File: src/rtl/operand_fetch_pkg.sv
// Shared types and default widths for the operand-fetch stage.
// Forwarding is compiled in only when OPERAND_FETCH_BYPASS_EN is defined.
package operand_fetch_pkg;

  localparam int DATA_WIDTH_DEF    = 64;
  localparam int LOG2_NUM_REGS_DEF = 5;
  localparam int NUM_REGS_DEF      = 32;
  localparam int TAG_WIDTH_DEF     = 8;

  typedef enum logic [1:0] {
    IDLE  = 2'd0,
    READ  = 2'd1,
    VALID = 2'd2
  } state_e;

  typedef enum logic [1:0] {
    SRC_RF      = 2'd0,
    SRC_FWD_ACC = 2'd1,
    SRC_FWD_RD  = 2'd2
  } src_e;

endpackage

File: src/rtl/operand_fetch_if.sv
// Bundles the upstream, register-file, writeback-snoop and execute-side signals.
// The slave modport is the operand_fetch view; master is the environment view.
interface operand_fetch_if
  import operand_fetch_pkg::*;
#(
  parameter int DATA_WIDTH    = DATA_WIDTH_DEF,
  parameter int LOG2_NUM_REGS = LOG2_NUM_REGS_DEF,
  parameter int TAG_WIDTH     = TAG_WIDTH_DEF
) ();

  logic                     in_valid;
  logic                     in_ready;
  logic [LOG2_NUM_REGS-1:0] in_rs0;
  logic [LOG2_NUM_REGS-1:0] in_rs1;
  logic                     in_use_rs0;
  logic                     in_use_rs1;
  logic [TAG_WIDTH-1:0]     in_tag;

  logic [1:0]               rf_read_en;
  logic [LOG2_NUM_REGS-1:0] rf_raddr_0;
  logic [LOG2_NUM_REGS-1:0] rf_raddr_1;
  logic [DATA_WIDTH-1:0]    rf_rdata_0;
  logic [DATA_WIDTH-1:0]    rf_rdata_1;

  logic                     wb_en;
  logic [LOG2_NUM_REGS-1:0] wb_addr;
  logic [DATA_WIDTH-1:0]    wb_data;

  logic                     out_valid;
  logic                     out_ready;
  logic [DATA_WIDTH-1:0]    out_op0;
  logic [DATA_WIDTH-1:0]    out_op1;
  logic [TAG_WIDTH-1:0]     out_tag;

  modport slave (
    input  in_valid, in_rs0, in_rs1, in_use_rs0, in_use_rs1, in_tag,
    output in_ready,
    output rf_read_en, rf_raddr_0, rf_raddr_1,
    input  rf_rdata_0, rf_rdata_1,
    input  wb_en, wb_addr, wb_data,
    output out_valid, out_op0, out_op1, out_tag,
    input  out_ready
  );

  modport master (
    output in_valid, in_rs0, in_rs1, in_use_rs0, in_use_rs1, in_tag,
    input  in_ready,
    input  rf_read_en, rf_raddr_0, rf_raddr_1,
    output rf_rdata_0, rf_rdata_1,
    output wb_en, wb_addr, wb_data,
    input  out_valid, out_op0, out_op1, out_tag,
    output out_ready
  );

endinterface

File: src/rtl/operand_fwd_mux.sv
// Per-operand source select: READ-cycle writeback, else accept-cycle writeback, else RF data.
// With OPERAND_FETCH_BYPASS_EN undefined the writeback inputs are ignored.
module operand_fwd_mux
  import operand_fetch_pkg::*;
#(
  parameter int DATA_WIDTH    = DATA_WIDTH_DEF,
  parameter int LOG2_NUM_REGS = LOG2_NUM_REGS_DEF
) (
  input  logic                     clk,
  input  logic                     reset,
  input  logic                     accept_i,
  input  logic [LOG2_NUM_REGS-1:0] rs_i,
  input  logic                     use_i,
  input  logic                     read_phase_i,
  input  logic [LOG2_NUM_REGS-1:0] rs_q_i,
  input  logic                     use_q_i,
  input  logic                     wb_en_i,
  input  logic [LOG2_NUM_REGS-1:0] wb_addr_i,
  input  logic [DATA_WIDTH-1:0]    wb_data_i,
  input  logic [DATA_WIDTH-1:0]    rf_rdata_i,
  output logic [DATA_WIDTH-1:0]    operand_o
);

  src_e                  src;
  logic [DATA_WIDTH-1:0] fwd_acc_data;

`ifdef OPERAND_FETCH_BYPASS_EN
  logic                  acc_hit_q, acc_hit_d;
  logic [DATA_WIDTH-1:0] acc_data_q, acc_data_d;
  logic                  rd_hit;

  // The RF returns the pre-write value for a same-cycle write, so remember it here.
  always_comb begin
    acc_hit_d  = acc_hit_q;
    acc_data_d = acc_data_q;
    if (accept_i) begin
      acc_hit_d  = wb_en_i && (wb_addr_i == rs_i) && use_i;
      acc_data_d = wb_data_i;
    end
  end

  // NOTE: state registers use non-blocking assignments so every flop samples pre-edge values.
  always_ff @(posedge clk) begin
    if (reset) begin
      acc_hit_q  <= 1'b0;
      acc_data_q <= '0;
    end else begin
      acc_hit_q  <= acc_hit_d;
      acc_data_q <= acc_data_d;
    end
  end

  assign rd_hit       = read_phase_i && use_q_i && wb_en_i && (wb_addr_i == rs_q_i);
  assign fwd_acc_data = acc_data_q;

  always_comb begin
    src = SRC_RF;
    if (rd_hit)         src = SRC_FWD_RD;
    else if (acc_hit_q) src = SRC_FWD_ACC;
  end
`else
  logic unused_fwd;
  assign unused_fwd   = ^{clk, reset, accept_i, rs_i, use_i, read_phase_i,
                          rs_q_i, wb_en_i, wb_addr_i};
  assign src          = SRC_RF;
  assign fwd_acc_data = '0;
`endif

  // NOTE: operand_o gets a default first so no path leaves it unassigned (no latch).
  always_comb begin
    operand_o = '0;
    if (use_q_i) begin
      unique case (src)
        SRC_FWD_RD:  operand_o = wb_data_i;
        SRC_FWD_ACC: operand_o = fwd_acc_data;
        default:     operand_o = rf_rdata_i;
      endcase
    end
  end

endmodule

File: src/rtl/operand_fetch.sv
// Operand-fetch stage: accepts an instruction, reads the RF, presents operands two cycles later.
// Build option OPERAND_FETCH_BYPASS_EN enables writeback forwarding in both operand muxes.
module operand_fetch
  import operand_fetch_pkg::*;
#(
  parameter int DATA_WIDTH    = DATA_WIDTH_DEF,
  parameter int LOG2_NUM_REGS = LOG2_NUM_REGS_DEF,
  parameter int NUM_REGS      = NUM_REGS_DEF,
  parameter int TAG_WIDTH     = TAG_WIDTH_DEF
) (
  input logic           clk,
  input logic           reset,
  operand_fetch_if.slave bus
);

  state_e                   state_q, state_d;
  logic                     in_ready;
  logic                     accept;
  logic [LOG2_NUM_REGS-1:0] rs0_q, rs1_q;
  logic                     use0_q, use1_q;
  logic [TAG_WIDTH-1:0]     tag_q;
  logic [DATA_WIDTH-1:0]    out_op0_q, out_op1_q;
  logic [TAG_WIDTH-1:0]     out_tag_q;
  logic [DATA_WIDTH-1:0]    op0, op1;
  logic                     read_phase;

  always_comb begin
    state_d  = state_q;
    in_ready = 1'b0;
    unique case (state_q)
      IDLE: begin
        in_ready = 1'b1;
        if (bus.in_valid) state_d = READ;
      end
      READ:  state_d = VALID;
      VALID: begin
        in_ready = bus.out_ready;
        if (bus.out_ready) state_d = bus.in_valid ? READ : IDLE;
      end
      default: state_d = IDLE;
    endcase
    if (reset) in_ready = 1'b0;
  end

  assign accept     = bus.in_valid && in_ready;
  assign read_phase = (state_q == READ);

  assign bus.in_ready   = in_ready;
  assign bus.rf_read_en = accept ? {bus.in_use_rs1, bus.in_use_rs0} : 2'b00;
  assign bus.rf_raddr_0 = bus.in_rs0;
  assign bus.rf_raddr_1 = bus.in_rs1;
  assign bus.out_valid  = (state_q == VALID) && !reset;
  assign bus.out_op0    = out_op0_q;
  assign bus.out_op1    = out_op1_q;
  assign bus.out_tag    = out_tag_q;

  always_ff @(posedge clk) begin
    if (reset) begin
      state_q   <= IDLE;
      rs0_q     <= '0;
      rs1_q     <= '0;
      use0_q    <= 1'b0;
      use1_q    <= 1'b0;
      tag_q     <= '0;
      out_op0_q <= '0;
      out_op1_q <= '0;
      out_tag_q <= '0;
    end else begin
      state_q <= state_d;
      if (accept) begin
        rs0_q  <= bus.in_rs0;
        rs1_q  <= bus.in_rs1;
        use0_q <= bus.in_use_rs0;
        use1_q <= bus.in_use_rs1;
        tag_q  <= bus.in_tag;
      end
      // Outputs only move on the READ->VALID edge, so a stalled VALID holds them.
      if (read_phase) begin
        out_op0_q <= op0;
        out_op1_q <= op1;
        out_tag_q <= tag_q;
      end
    end
  end

  operand_fwd_mux #(.DATA_WIDTH(DATA_WIDTH), .LOG2_NUM_REGS(LOG2_NUM_REGS)) u_mux0 (
    .clk(clk), .reset(reset), .accept_i(accept),
    .rs_i(bus.in_rs0), .use_i(bus.in_use_rs0),
    .read_phase_i(read_phase), .rs_q_i(rs0_q), .use_q_i(use0_q),
    .wb_en_i(bus.wb_en), .wb_addr_i(bus.wb_addr), .wb_data_i(bus.wb_data),
    .rf_rdata_i(bus.rf_rdata_0), .operand_o(op0)
  );

  operand_fwd_mux #(.DATA_WIDTH(DATA_WIDTH), .LOG2_NUM_REGS(LOG2_NUM_REGS)) u_mux1 (
    .clk(clk), .reset(reset), .accept_i(accept),
    .rs_i(bus.in_rs1), .use_i(bus.in_use_rs1),
    .read_phase_i(read_phase), .rs_q_i(rs1_q), .use_q_i(use1_q),
    .wb_en_i(bus.wb_en), .wb_addr_i(bus.wb_addr), .wb_data_i(bus.wb_data),
    .rf_rdata_i(bus.rf_rdata_1), .operand_o(op1)
  );

endmodule

File: src/flat_wrapper.sv
// flat-port wrapper written by rule: the top's interface ports become plain ports
module operand_fetch_flat import operand_fetch_pkg::*;
#(
  parameter int DATA_WIDTH    = DATA_WIDTH_DEF,
  parameter int LOG2_NUM_REGS = LOG2_NUM_REGS_DEF,
  parameter int NUM_REGS      = NUM_REGS_DEF,
  parameter int TAG_WIDTH     = TAG_WIDTH_DEF
)
  (clk, reset, bus_in_valid, bus_in_rs0, bus_in_rs1, bus_in_use_rs0, bus_in_use_rs1, bus_in_tag, bus_in_ready, bus_rf_read_en, bus_rf_raddr_0, bus_rf_raddr_1, bus_rf_rdata_0, bus_rf_rdata_1, bus_wb_en, bus_wb_addr, bus_wb_data, bus_out_valid, bus_out_op0, bus_out_op1, bus_out_tag, bus_out_ready);
  operand_fetch_if #(.DATA_WIDTH(DATA_WIDTH), .LOG2_NUM_REGS(LOG2_NUM_REGS), .TAG_WIDTH(TAG_WIDTH)) bus_i ();
  input logic clk;
  input logic reset;
  input wire logic [$bits(bus_i.in_valid)-1:0] bus_in_valid;
  input wire logic [$bits(bus_i.in_rs0)-1:0] bus_in_rs0;
  input wire logic [$bits(bus_i.in_rs1)-1:0] bus_in_rs1;
  input wire logic [$bits(bus_i.in_use_rs0)-1:0] bus_in_use_rs0;
  input wire logic [$bits(bus_i.in_use_rs1)-1:0] bus_in_use_rs1;
  input wire logic [$bits(bus_i.in_tag)-1:0] bus_in_tag;
  output wire logic [$bits(bus_i.in_ready)-1:0] bus_in_ready;
  output wire logic [$bits(bus_i.rf_read_en)-1:0] bus_rf_read_en;
  output wire logic [$bits(bus_i.rf_raddr_0)-1:0] bus_rf_raddr_0;
  output wire logic [$bits(bus_i.rf_raddr_1)-1:0] bus_rf_raddr_1;
  input wire logic [$bits(bus_i.rf_rdata_0)-1:0] bus_rf_rdata_0;
  input wire logic [$bits(bus_i.rf_rdata_1)-1:0] bus_rf_rdata_1;
  input wire logic [$bits(bus_i.wb_en)-1:0] bus_wb_en;
  input wire logic [$bits(bus_i.wb_addr)-1:0] bus_wb_addr;
  input wire logic [$bits(bus_i.wb_data)-1:0] bus_wb_data;
  output wire logic [$bits(bus_i.out_valid)-1:0] bus_out_valid;
  output wire logic [$bits(bus_i.out_op0)-1:0] bus_out_op0;
  output wire logic [$bits(bus_i.out_op1)-1:0] bus_out_op1;
  output wire logic [$bits(bus_i.out_tag)-1:0] bus_out_tag;
  input wire logic [$bits(bus_i.out_ready)-1:0] bus_out_ready;
  assign bus_i.in_valid = bus_in_valid;
  assign bus_i.in_rs0 = bus_in_rs0;
  assign bus_i.in_rs1 = bus_in_rs1;
  assign bus_i.in_use_rs0 = bus_in_use_rs0;
  assign bus_i.in_use_rs1 = bus_in_use_rs1;
  assign bus_i.in_tag = bus_in_tag;
  assign bus_in_ready = bus_i.in_ready;
  assign bus_rf_read_en = bus_i.rf_read_en;
  assign bus_rf_raddr_0 = bus_i.rf_raddr_0;
  assign bus_rf_raddr_1 = bus_i.rf_raddr_1;
  assign bus_i.rf_rdata_0 = bus_rf_rdata_0;
  assign bus_i.rf_rdata_1 = bus_rf_rdata_1;
  assign bus_i.wb_en = bus_wb_en;
  assign bus_i.wb_addr = bus_wb_addr;
  assign bus_i.wb_data = bus_wb_data;
  assign bus_out_valid = bus_i.out_valid;
  assign bus_out_op0 = bus_i.out_op0;
  assign bus_out_op1 = bus_i.out_op1;
  assign bus_out_tag = bus_i.out_tag;
  assign bus_i.out_ready = bus_out_ready;
  operand_fetch #(.DATA_WIDTH(DATA_WIDTH), .LOG2_NUM_REGS(LOG2_NUM_REGS), .NUM_REGS(NUM_REGS), .TAG_WIDTH(TAG_WIDTH)) u_core (.clk(clk), .reset(reset), .bus(bus_i));
endmodule
File: config.mk
export PLATFORM = sky130hd
export DESIGN_NAME = operand_fetch_flat
export DESIGN_NICKNAME = d
export VERILOG_FILES = /design/src/rtl/operand_fetch_pkg.sv /design/src/rtl/operand_fetch_if.sv /design/src/rtl/operand_fwd_mux.sv /design/src/rtl/operand_fetch.sv /design/src/flat_wrapper.sv
export SDC_FILE = /design/constraint.sdc
export NUM_CORES = 1
export LEC_CHECK = 0
export ABC_CLOCK_PERIOD_IN_PS = 1300
export CORE_AREA = 3 3 145 147
export DETAILED_ROUTE_END_ITERATION = 7
export DIE_AREA = 0 0 148 150
export PLACE_DENSITY_LB_ADDON = 0.25
export REMOVE_ABC_BUFFERS = 1
export SLEW_MARGIN = 20
export SYNTH_ARGS = -nofsm -noshare
export SYNTH_HDL_FRONTEND = slang
export SYNTH_SLANG_ARGS = --single-unit
File: constraint.sdc
create_clock -name clk -period 1.3 [get_ports clk]
set_input_delay 0.26 -clock clk [delete_from_list [all_inputs] [get_ports clk]]
set_output_delay 0.26 -clock clk [all_outputs]
set_load 0.1 [all_outputs]
==> run_results.csv, run 1 <==
group,metric,value,unit
global_route,grt_usage,19.9,%
cts,path_clk_slew,0.06,ns
global_route,grt_pass1_vias,5814,
placement,port_buffers,281,
cts,clkLatencyLatePin,0.42,ns
detailed_routing,wl,24300,um
setup_path,critPathArrivalTime,1.43,ns
setup_path,crit_path_start_kind,"flip-flop",
floorplanning,die_x,148,um
yosys,synthCells,672,
setup_path,worst-path-max-fanout,3,
cells_and_area,diodes,0,
sta,fin_crit_sh,130,%
detailed_routing,wl_per_cell,19.3,um
sta,finalSetupViolCount,140,
global_route,antenna_found_initial,0,
floorplanning,num_io_pins,372,
sta,maxSlewViolCount,0,
setup_path,path_class,"reg2out",
yosys,syn_area,5440,um^2
outcome,outcome,"finished, violations left",
hold_path,hp-class,"in2reg",
cts,h-tree-depth,4,
yosys,syn_area_per_cell,8.09,um^2
global_route,grt_first_pass_wirelength,34100,um
setup_path,critPathCaptureType,"output port",
cts,cts_tree,"done",
sta,holdWs,0.388,ns
sta,timing.final.ws_setup,-0.394,ns
yosys,synth-seq-cells,148,
sta,rsz0062_at_grt,"yes",
power_and_ir_drop,p_leak,0.00432,uW
run,drv_cap,0,
detailed_routing,via_per_inst,4.85,
floorplanning,start_util,27.1,%
global_route,overflow,0,
sta,slew_headroom,63.3,%
cells_and_area,syn_to_final_growth,139,%
cells_and_area,drive_above_1_share,50.5,%
cells_and_area,fin_util,64.8,%
cells_and_area,nets,1198,
detailed_routing,num_vias,6097,
floorplanning,num_rows,52,
sta,min_period,1.69,ns
detailed_routing,drt-initial-drc-count,164,
sta,max_freq,590,MHz
sta,skew,0.00908,ns
detailed_routing,final_antenna_net_count,0,
detailed_routing,drtPass1Iterations,4,
yosys,synth.distinct_cells,20,
setup_path,worstPathRequired,1.04,ns
yosys,ys_seq_area_share,54.5,%
floorplanning,die_area,22200,um^2
cts,numClockSinks,148,
cts,cts_buffers,17,
cts,clock_path_buffers,2,
global_route,grt_max_degree,78,
detailed_routing,drc,0,
power_and_ir_drop,p_per_area,971,nW/um^2
floorplanning,core,20000,um^2
sta,worst-slew-pin-transition,0.550,ns
power_and_ir_drop,ir_drop,0.872,mV
placement,hpwl,13600,um
floorplanning,die_height,150,um
yosys,ys_warn_count,0,
outcome,violations,"setup timing",
placement,gp_congestion,0.745,
sta,hold_viol,0,
cts,root_buffer,"clkbuf_16",
==> worst max-delay path, stage by stage, from the launching register on <==
cell      delay, ns
dfxtp_2        0.33
nor2b_4        0.12
nand3b_1       0.22
nor2_2         0.17
buf_12         0.19
==> flip-flops by register name, indices dropped and copies added (netlist names) <==
signal	cells
u_core.use1_q	1
u_core.tag_q	8
u_core.use0_q	1
u_core.state_q	2
u_core.bus.out_op1	64
u_core.bus.out_op0	64
u_core.bus.out_tag	8
==> metal layers <==
layer	wire (um)	global-route usage, %	up-vias
met3	1850	7.66	39
met4	584	6.33	0
li1	-	-	2907
met5	0	0	-
met1	9720	24.4	2929
met2	12100	32.3	222
==> cell families (layout without fill, tap and decap cells) <==
group / after synthesis / count (layout) / synth area share, %
AOI/OAI and AO/OA: 157 / 157 / 15.1
buffers and inverters: 85 / 400 / 7.64
DFF: 148 / 148 / 54.5
and+or+nand+nor: 282 / 283 / 22.8
==> cells in the mapped netlist, drive strengths merged <==
master	count	area, um^2
a21oi	137	686
and2	1	6.26
and2b	1	7.51
buf	33	220
clkbuf	39	146
dfxtp	148	2960
inv	13	48.8
nand2	144	541
nand2b	2	12.5
nand3	128	641
nand3b	1	7.51
nor2	3	11.3
nor2b	1	6.26
nor3	1	5.00
o21ai	10	50.0
o311ai	10	87.6
==> placed cells by master (no fill, tap or decap), types with 12 or more instances in the layout <==
master	n
nand3_2	67
dfxtp_1	129
buf_12	161
clkdlybuf4s50_1	140
clkbuf_16	22
nand2_1	137
buf_4	18
dfxtp_2	18
a21oi_2	105
nand3_4	44
inv_1	13
nand3_1	17
buf_6	12
buf_16	17
a21oi_1	32
==> what timing repair did <==
action                     CTS  global route
buffers inserted            22            14
cloned                      19             5
resized for setup          128           245
setup endpoints to repair   51           164
pin swaps                  136           111
hold buffers                 0             0
==> through the flow <==
| stage | TNS (ns) | setup slack [ns] | std cells | cell area, um^2 | total power [uW] |
|---|---|---|---|---|---|
| floorplan | -253.50 | -1.82 | 600 | 5070 | 5460 |
| global placement | -2.46 | -0.343 | 1179 | 9940 | 6510 |
| detailed placement | -3.20 | -0.324 | 1179 | 9940 | 6520 |
| CTS | -27.62 | -0.432 | 1250 | 11800 | 12400 |
| global route | -41.04 | -0.480 | 1258 | 13000 | 13000 |
| finish | -33.41 | -0.394 | 1258 | 13000 | 12600 |
==> where the power goes <==
part	switching, uW	leakage [uW]	internal, uW	total (uW)
Combinational	1360	0.00281	1180	2550
Sequential	79.7	0.00121	4620	4700
Clock	1980	0.000313	3370	5360
Total	3430	0.00432	9170	12600
==> cell type report <==
class,instances,area [um^2]
clock buffers,20,467
clock inverters,11,173
fillers,1554,7060
inverters,13,48.8
multi-input cells,440,3430
flip-flops and latches,148,2990
well taps,270,338
repair buffers,356,5530
==> path summary, 6_finish.rpt <==
kind,from,endpoint,slack (ns),depth (start not counted)
worst max-delay path,u_core.state_q[1]$_SDFFE_PP0P_,bus_rf_read_en[1],-0.39,4
worst max register to register,u_core.state_q[1]$_SDFFE_PP0P_,u_core.bus.out_op1[11]$_SDFFE_PP0N_,-0.33,8
worst min-delay path,bus_in_tag[0],u_core.tag_q[0]$_SDFFE_PP0P_,0.39,3
worst min register to register,u_core.tag_q[6]$_SDFFE_PP0P_,u_core.bus.out_tag[6]$_SDFFE_PP0N_,0.46,2
Power figures use the tool's default switching activity.
==> run 2, diff against run 1 <==
Settings changed: HOLD_SLACK_MARGIN set to 0.05.
==> results of run 2 <==
The final DEF is identical to that of run 1; final timing and power are the same.
